File: src/rtl/md5_wb_pkg.sv
// md5_wb_pkg: slave word indices, sequencer states and poll-counter sizing
package md5_wb_pkg;
  localparam logic [4:0] IDX_CTRL = 5'd0;
  localparam logic [4:0] IDX_DATA0 = 5'd1;
  localparam logic [4:0] IDX_VALID = 5'd17;
  localparam logic [4:0] IDX_HASH0 = 5'd18;
  localparam logic [4:0] IDX_MRST = 5'd22;
  typedef enum logic [3:0] {
    S_IDLE, S_WAIT_RDY, S_WR_DATA, S_WR_START, S_WR_STOP,
    S_WAIT_HASH, S_RD_HASH, S_DONE, S_RST1, S_RST0
  } state_t;
  function automatic int cnt_w(input int n);
    return $clog2(n + 1);
  endfunction
endpackage

File: src/rtl/wb_xfer_ctrl.sv
// wb_xfer_ctrl: one Wishbone classic transfer per request, idle gap after each, or back-to-back while i_hold
module wb_xfer_ctrl #(
  parameter int AW = 32,
  parameter int DW = 32
) (
  input  logic          clk,
  input  logic          rst,
  input  logic          i_req,
  input  logic          i_hold,
  input  logic          i_we,
  input  logic [AW-1:0] i_adr,
  input  logic [DW-1:0] i_dat,
  output logic          o_done,
  output logic          o_err,
  output logic [AW-1:0] wb_adr_o,
  output logic [DW-1:0] wb_dat_o,
  output logic          wb_we_o,
  output logic          wb_cyc_o,
  output logic          wb_stb_o,
  input  logic          wb_ack_i,
  input  logic          wb_err_i
);
  logic          r_cyc;
  logic          r_we;
  logic [AW-1:0] r_adr;
  logic [DW-1:0] r_dat;
  assign o_done   = r_cyc & (wb_ack_i | wb_err_i);
  assign o_err    = r_cyc & wb_err_i;
  assign wb_cyc_o = r_cyc;
  assign wb_stb_o = r_cyc;
  assign wb_we_o  = r_we;
  assign wb_adr_o = r_adr;
  assign wb_dat_o = r_dat;
  // address/data are latched at launch so they stay frozen across wait states
  always_ff @(posedge clk) begin
    if (rst) begin
      r_cyc <= 1'b0;
      r_we  <= 1'b0;
      r_adr <= '0;
      r_dat <= '0;
    end else if (!r_cyc) begin
      r_cyc <= i_req;
      if (i_req) begin
        r_we  <= i_we;
        r_adr <= i_adr;
        r_dat <= i_dat;
      end
    end else if (o_done) begin
      r_cyc <= wb_ack_i & ~wb_err_i & i_hold;
    end
  end
endmodule

File: src/rtl/md5_wb_master.sv
// md5_wb_master: loads a padded block into the MD5 slave over Wishbone, starts it,
// polls for completion and returns the digest; aborts via message_reset on error or timeout
module md5_wb_master import md5_wb_pkg::*; #(
  parameter int            AW           = 32,
  parameter int            DW           = 32,
  parameter logic [AW-1:0] BASE_ADDR    = '0,
  parameter int            POLL_TIMEOUT = 4096
) (
  input  logic          wb_clk_i,
  input  logic          wb_rst_i,
  output logic [AW-1:0] wb_adr_o,
  output logic [DW-1:0] wb_dat_o,
  input  logic [DW-1:0] wb_dat_i,
  output logic [3:0]    wb_sel_o,
  output logic          wb_we_o,
  output logic          wb_cyc_o,
  output logic          wb_stb_o,
  input  logic          wb_ack_i,
  input  logic          wb_err_i,
  input  logic          blk_valid_i,
  output logic          blk_ready_o,
  input  logic [511:0]  blk_data_i,
  output logic          hash_valid_o,
  output logic [127:0]  hash_o,
  output logic          busy_o,
  output logic          err_o
);
  localparam int CW = cnt_w(POLL_TIMEOUT);
  state_t        r_state, w_next;
  logic [511:0]  r_blk;
  logic [127:0]  r_hash;
  logic [3:0]    r_idx;
  logic [CW-1:0] r_cnt;
  logic          r_err;
  logic          w_req, w_hold, w_we, w_done, w_xerr, w_poll, w_tmo, w_last;
  logic [4:0]    w_idx;
  logic [DW-1:0] w_dat;
  assign w_poll = r_state inside {S_WAIT_RDY, S_WAIT_HASH};
  assign w_tmo  = r_cnt == CW'(POLL_TIMEOUT - 1);
  assign w_last = r_idx == (r_state == S_RD_HASH ? 4'd3 : 4'd15);
  wb_xfer_ctrl #(.AW(AW), .DW(DW)) u_xfer (
    .clk(wb_clk_i), .rst(wb_rst_i), .i_req(w_req), .i_hold(w_hold), .i_we(w_we),
    .i_adr(BASE_ADDR + AW'({w_idx, 2'b00})), .i_dat(w_dat), .o_done(w_done), .o_err(w_xerr),
    .wb_adr_o(wb_adr_o), .wb_dat_o(wb_dat_o), .wb_we_o(wb_we_o), .wb_cyc_o(wb_cyc_o),
    .wb_stb_o(wb_stb_o), .wb_ack_i(wb_ack_i), .wb_err_i(wb_err_i)
  );
  always_comb begin
    w_next = r_state;
    w_req  = !(r_state inside {S_IDLE, S_DONE});
    w_we   = !(w_poll || r_state == S_RD_HASH);
    w_hold = w_poll & ~wb_dat_i[0] & ~w_tmo;
    w_idx  = IDX_CTRL;
    w_dat  = '0;
    case (r_state)
      S_IDLE:      if (blk_valid_i) w_next = S_WAIT_RDY;
      S_WAIT_RDY:  if (w_done) w_next = wb_dat_i[0] ? S_WR_DATA : w_tmo ? S_RST1 : S_WAIT_RDY;
      S_WR_DATA: begin
        w_idx = IDX_DATA0 + 5'(r_idx);
        w_dat = r_blk[32*r_idx +: 32];
        if (w_done && w_last) w_next = S_WR_START;
      end
      S_WR_START: begin
        w_dat = 32'd1;
        if (w_done) w_next = S_WR_STOP;
      end
      S_WR_STOP:   if (w_done) w_next = S_WAIT_HASH;
      S_WAIT_HASH: begin
        w_idx = IDX_VALID;
        if (w_done) w_next = wb_dat_i[0] ? S_RD_HASH : w_tmo ? S_RST1 : S_WAIT_HASH;
      end
      S_RD_HASH: begin
        w_idx = IDX_HASH0 + 5'(r_idx);
        if (w_done && w_last) w_next = S_DONE;
      end
      S_DONE:      w_next = S_IDLE;
      S_RST1: begin
        w_idx = IDX_MRST;
        w_dat = 32'd1;
        if (w_done) w_next = S_RST0;
      end
      S_RST0: begin
        w_idx = IDX_MRST;
        if (w_done) w_next = S_IDLE;
      end
      default:     w_next = S_IDLE;
    endcase
    if (w_xerr && !(r_state inside {S_RST1, S_RST0})) w_next = S_RST1;
  end
  // word index and poll count restart on every state change
  always_ff @(posedge wb_clk_i) begin
    if (wb_rst_i) begin
      r_state <= S_IDLE;
      r_blk   <= '0;
      r_hash  <= '0;
      r_idx   <= '0;
      r_cnt   <= '0;
      r_err   <= 1'b0;
    end else begin
      r_state <= w_next;
      r_err   <= r_state == S_RST0 && w_done;
      r_idx   <= w_next != r_state ? '0 : r_idx + 4'(w_done);
      r_cnt   <= w_next != r_state ? '0 : r_cnt + CW'(w_done && w_poll);
      if (r_state == S_IDLE && blk_valid_i) r_blk <= blk_data_i;
      if (r_state == S_RD_HASH && w_done && !w_xerr) r_hash[32*r_idx[1:0] +: 32] <= wb_dat_i;
    end
  end
  assign wb_sel_o     = 4'hF;
  assign blk_ready_o  = r_state == S_IDLE && !wb_rst_i;
  assign busy_o       = r_state != S_IDLE && !wb_rst_i;
  assign hash_valid_o = r_state == S_DONE && !wb_rst_i;
  assign hash_o       = r_hash;
  assign err_o        = r_err;
endmodule

File: config.mk
export PLATFORM = sky130hd
export DESIGN_NAME = md5_wb_master
export DESIGN_NICKNAME = d
export VERILOG_FILES = /design/src/rtl/md5_wb_pkg.sv /design/src/rtl/wb_xfer_ctrl.sv /design/src/rtl/md5_wb_master.sv
export SDC_FILE = /design/constraint.sdc
export NUM_CORES = 2
export LEC_CHECK = 0
export ABC_AREA = 0
export ABC_CLOCK_PERIOD_IN_PS = 2370
export CAP_MARGIN = 30
export CORE_AREA = 2 2 293 295
export CTS_CLUSTER_SIZE = 30
export DETAILED_ROUTE_END_ITERATION = 8
export DIE_AREA = 0 0 295 297
export GPL_TIMING_DRIVEN = 0
export PLACE_DENSITY = 0.6
export SYNTH_ARGS = -nofsm -noshare
export SYNTH_HDL_FRONTEND = slang
export SYNTH_SLANG_ARGS = --single-unit
File: constraint.sdc
create_clock -name wb_clk_i -period 2.37 [get_ports wb_clk_i]
set_input_delay 0.474 -clock wb_clk_i [delete_from_list [all_inputs] [get_ports wb_clk_i]]
set_output_delay 0.474 -clock wb_clk_i [all_outputs]
set_load 0.01 [all_outputs]
==> impl_results.md <==
* Post-Route WL at 131 mm
* RePlAce Congestion at 0.918
* Slowest-stage cell, CP: mux4_2
* Die height at 297 microns
* Syn avg cell area at 8.71 sq um
* Worst-Margin Slew at approximately 970 ps
* Non-filler cells, final at 5420
* Post-route antenna net violation count at 0
* Layout area overhead at 42.7%
* Total GRT Usage at 29.0%
* Met3 usage at 6.27%
* Crit end category: flop
* Worst EP required at 2900 ps
* Crit path launch type: flop
* Drc violations at 0
* Slew headroom at 35.4%
* RSZ-0062 raised after global routing: yes
* Number of synthesis warnings at 0
* Final setup TNS at 0 ps
* First-pass GRT wire length at approximately 180 mm
* Post-synth top flop: dfxtp_1
* Seq/Total Area, Yosys at 48.4%
* Met2 usage at 46.9%
* #FFs+latches synth at roughly 700
* Post-route minimum period at 2330 ps
* Worst Path Max Fanout at 6
* Synth Instances at 3329
* Clock tree buffer depth at 3
* Hold Path Cell Cnt at 3
* Critical Path Source: r_idx[0]
* Status: finished clean
* Min-Delay Path Class: in -> reg
* HP Start: blk_data_i[298]
* Final net count at around 4700
* Worst-path clk slew at 60 ps
* Core area at 84500 sq um
* H-tree Lvls at 3
* Global route hottest layer: met2
* DP HPWL at 105 mm
* Via count at roughly 28000
* Clock root buffer: clkbuf_16
* Cell depth of the worst setup path at 6
* CP top delay family: multiplexers
* Setup Crit Path Kind: reg -> reg
* CP Capture Point: u_xfer.wb_dat_o[9]
* Cells after DPL at around 5200
* # rows at 107
* I/O pin cnt at 752
* Crit path cell chain: buf_12 -> bufbuf_16 -> clkbuf_16 -> mux4_2 -> mux4_2 -> a22o_1
* Placed instance area at 37800 sq um
* CTS Hold Bufs at 0
* LEAKAGE at 14.8 nW
* Met1 usage at 37.4%
* WHS at 377 ps
* Mapped cell area at ~29000 sq um
* Commonest non-fill, non-tap cell in the layout: nand2_1
* Synth cell types at 65
* Maximum Capacitance Violations at 0
* Die Area at 87600 sq um
* Final Cell Area at around 41000 sq um
* Most used cell, CP: mux4_2
* Async set-reset flop share out of synthesis at 0%
* CP arrival at 2850 ps
* Later-pin clock latency in the skew report at 650 ps
* Power Density at 795 nW/um^2
* Critical path's largest stage delay at 590 ps
* Critical R2R Launch: r_idx[0]
* # clock sinks at around 700
* Port buffer count at ~720
* Final Setup Violations at 0
* Max Freq at 430 MHz
* Final Hold Vio Count at 0
* Post-synth EDFFs at 0
* Initial antenna violation count at 45
* Congestion Overflow GR at 0
* Clk_skew at 30.8 ps
* FF-to-FF path depth at 6
* RR Endpoint: u_xfer.wb_dat_o[9]
* Highest-count cells in the layout ignoring fill and taps: nand2_1 (1175), clkdlybuf4s50_1 (716), dfxtp_1 (696)
* CTS Buf Count at 80
* Largest net degree at the start of global routing at 20
* Fin. max-slew vios at 0
* CTS tree: yes
* Register-to-register setup slack at 40 ps
* Via density at 5.15
* Initial detailed-routing violation count at 2206
* Pre-Repair DR Iteration Count at 5
* Peak supply drop at 0.595 mV
* Fraction of layout cells with a size suffix above 1 at 12.9%
* WP buf/inv at 3
* Final period util at slightly below 100%
* Vias in the first global route at 26900
* Initial Util at around 34%
* Die Width at 295 microns
* DR WL/cell at approximately 24 microns
what timing repair did:
action | CTS | global route
pin swaps | 5 | 6
gates cloned | 1 | 1
endpoints found under the setup margin | 664 | 267
gates resized for setup | 150 | 56
buffers inserted | 17 | 9
kinds of logic after synthesis:
kind of cell,synth area share [%]
xor+xnor,0.543
other cells,0.0259
simple gates,18.9
flops,48.4
fa+ha+maj,0.431
mux,12.5
buf+inv,5.51
compound gates,13.7
cell usage after synthesis, drive strengths merged (4+ instances only):
| cell | count | share of area [%] |
|---|---|---|
| a211oi | 18 | 0.64 |
| a21oi | 650 | 11 |
| a22o | 31 | 0.94 |
| and2 | 6 | 0.13 |
| buf | 143 | 3.0 |
| clkbuf | 174 | 2.3 |
| dfxtp | 701 | 48 |
| ha | 10 | 0.43 |
| inv | 16 | 0.21 |
| mux4 | 159 | 12 |
| nand2 | 1176 | 15 |
| nand3 | 134 | 2.3 |
| nand4 | 6 | 0.15 |
| nor2 | 12 | 0.18 |
| nor2b | 4 | 0.086 |
| nor3 | 4 | 0.069 |
| nor3b | 4 | 0.10 |
| nor4 | 5 | 0.18 |
| o21ai | 10 | 0.17 |
| xnor2 | 8 | 0.24 |
| xor2 | 10 | 0.30 |
state kept, by name, summed over array words and instances, names as in the netlist:
name,flops
r_blk,512
hash_o,128
u_xfer.wb_dat_o,32
r_state,4
u_xfer.wb_cyc_o,1
u_xfer.wb_we_o,1
err_o,1
u_xfer.wb_adr_o,5
r_cnt,13
r_idx,4
final cells by class:
cell class	count	area (sq um)
fillers	8216	43100
flip-flops and latches	701	14000
multi-input cells	2324	13600
repair buffers	751	7520
clock buffers	106	2260
plain buffers	313	1880
well taps	1144	1430
clock inverters	39	520
diodes	26	65.1
inverters	16	63.8
power breakdown:
group	leakage, nW	switching, mW	total, mW	internal [mW]
clock network	1.36	5.40	13.1	7.67
logic	7.72	3.84	6.50	2.66
registers	5.72	0.557	13.3	12.8
total	14.8	9.80	32.9	23.1
stage by stage:
stage / utilization [%] / setup WS (ps) / power, mW
final: 49.0 / 43.4 / 32.9
after global placement: 44.7 / -1380 / 19.7
after CTS: 48.7 / 1.87 / 32.9
after global routing: 49.0 / -3.66 / 34.1
after floorplan: - / -37.7 / 16.7
after detailed placement: 44.8 / -1490 / 19.8
routing by layer:
| layer | up-vias | part of all wire [%] |
|---|---|---|
| met5 | - | 0.11 |
| met4 | 24 | 4.1 |
| met3 | 241 | 7.8 |
| met2 | 1141 | 47 |
| met1 | 13500 | 41 |
| li1 | 13000 | - |
how the worst min path moves through the flow:
stage / slack, ps / to
CTS: 350 / r_blk[298]
finish: 380 / r_blk[298]
global placement: 440 / hash_o[109]
detailed placement: 440 / r_blk[421]
global route: 380 / r_blk[298]
floorplan: 430 / r_blk[192]
worst min-delay path, stage by stage:
cell             delay [ps]
clkdlybuf4s50_1         400
nand2_1                  60
a21oi_1                  50
Note: power is estimated with default switching activity, not from simulation.
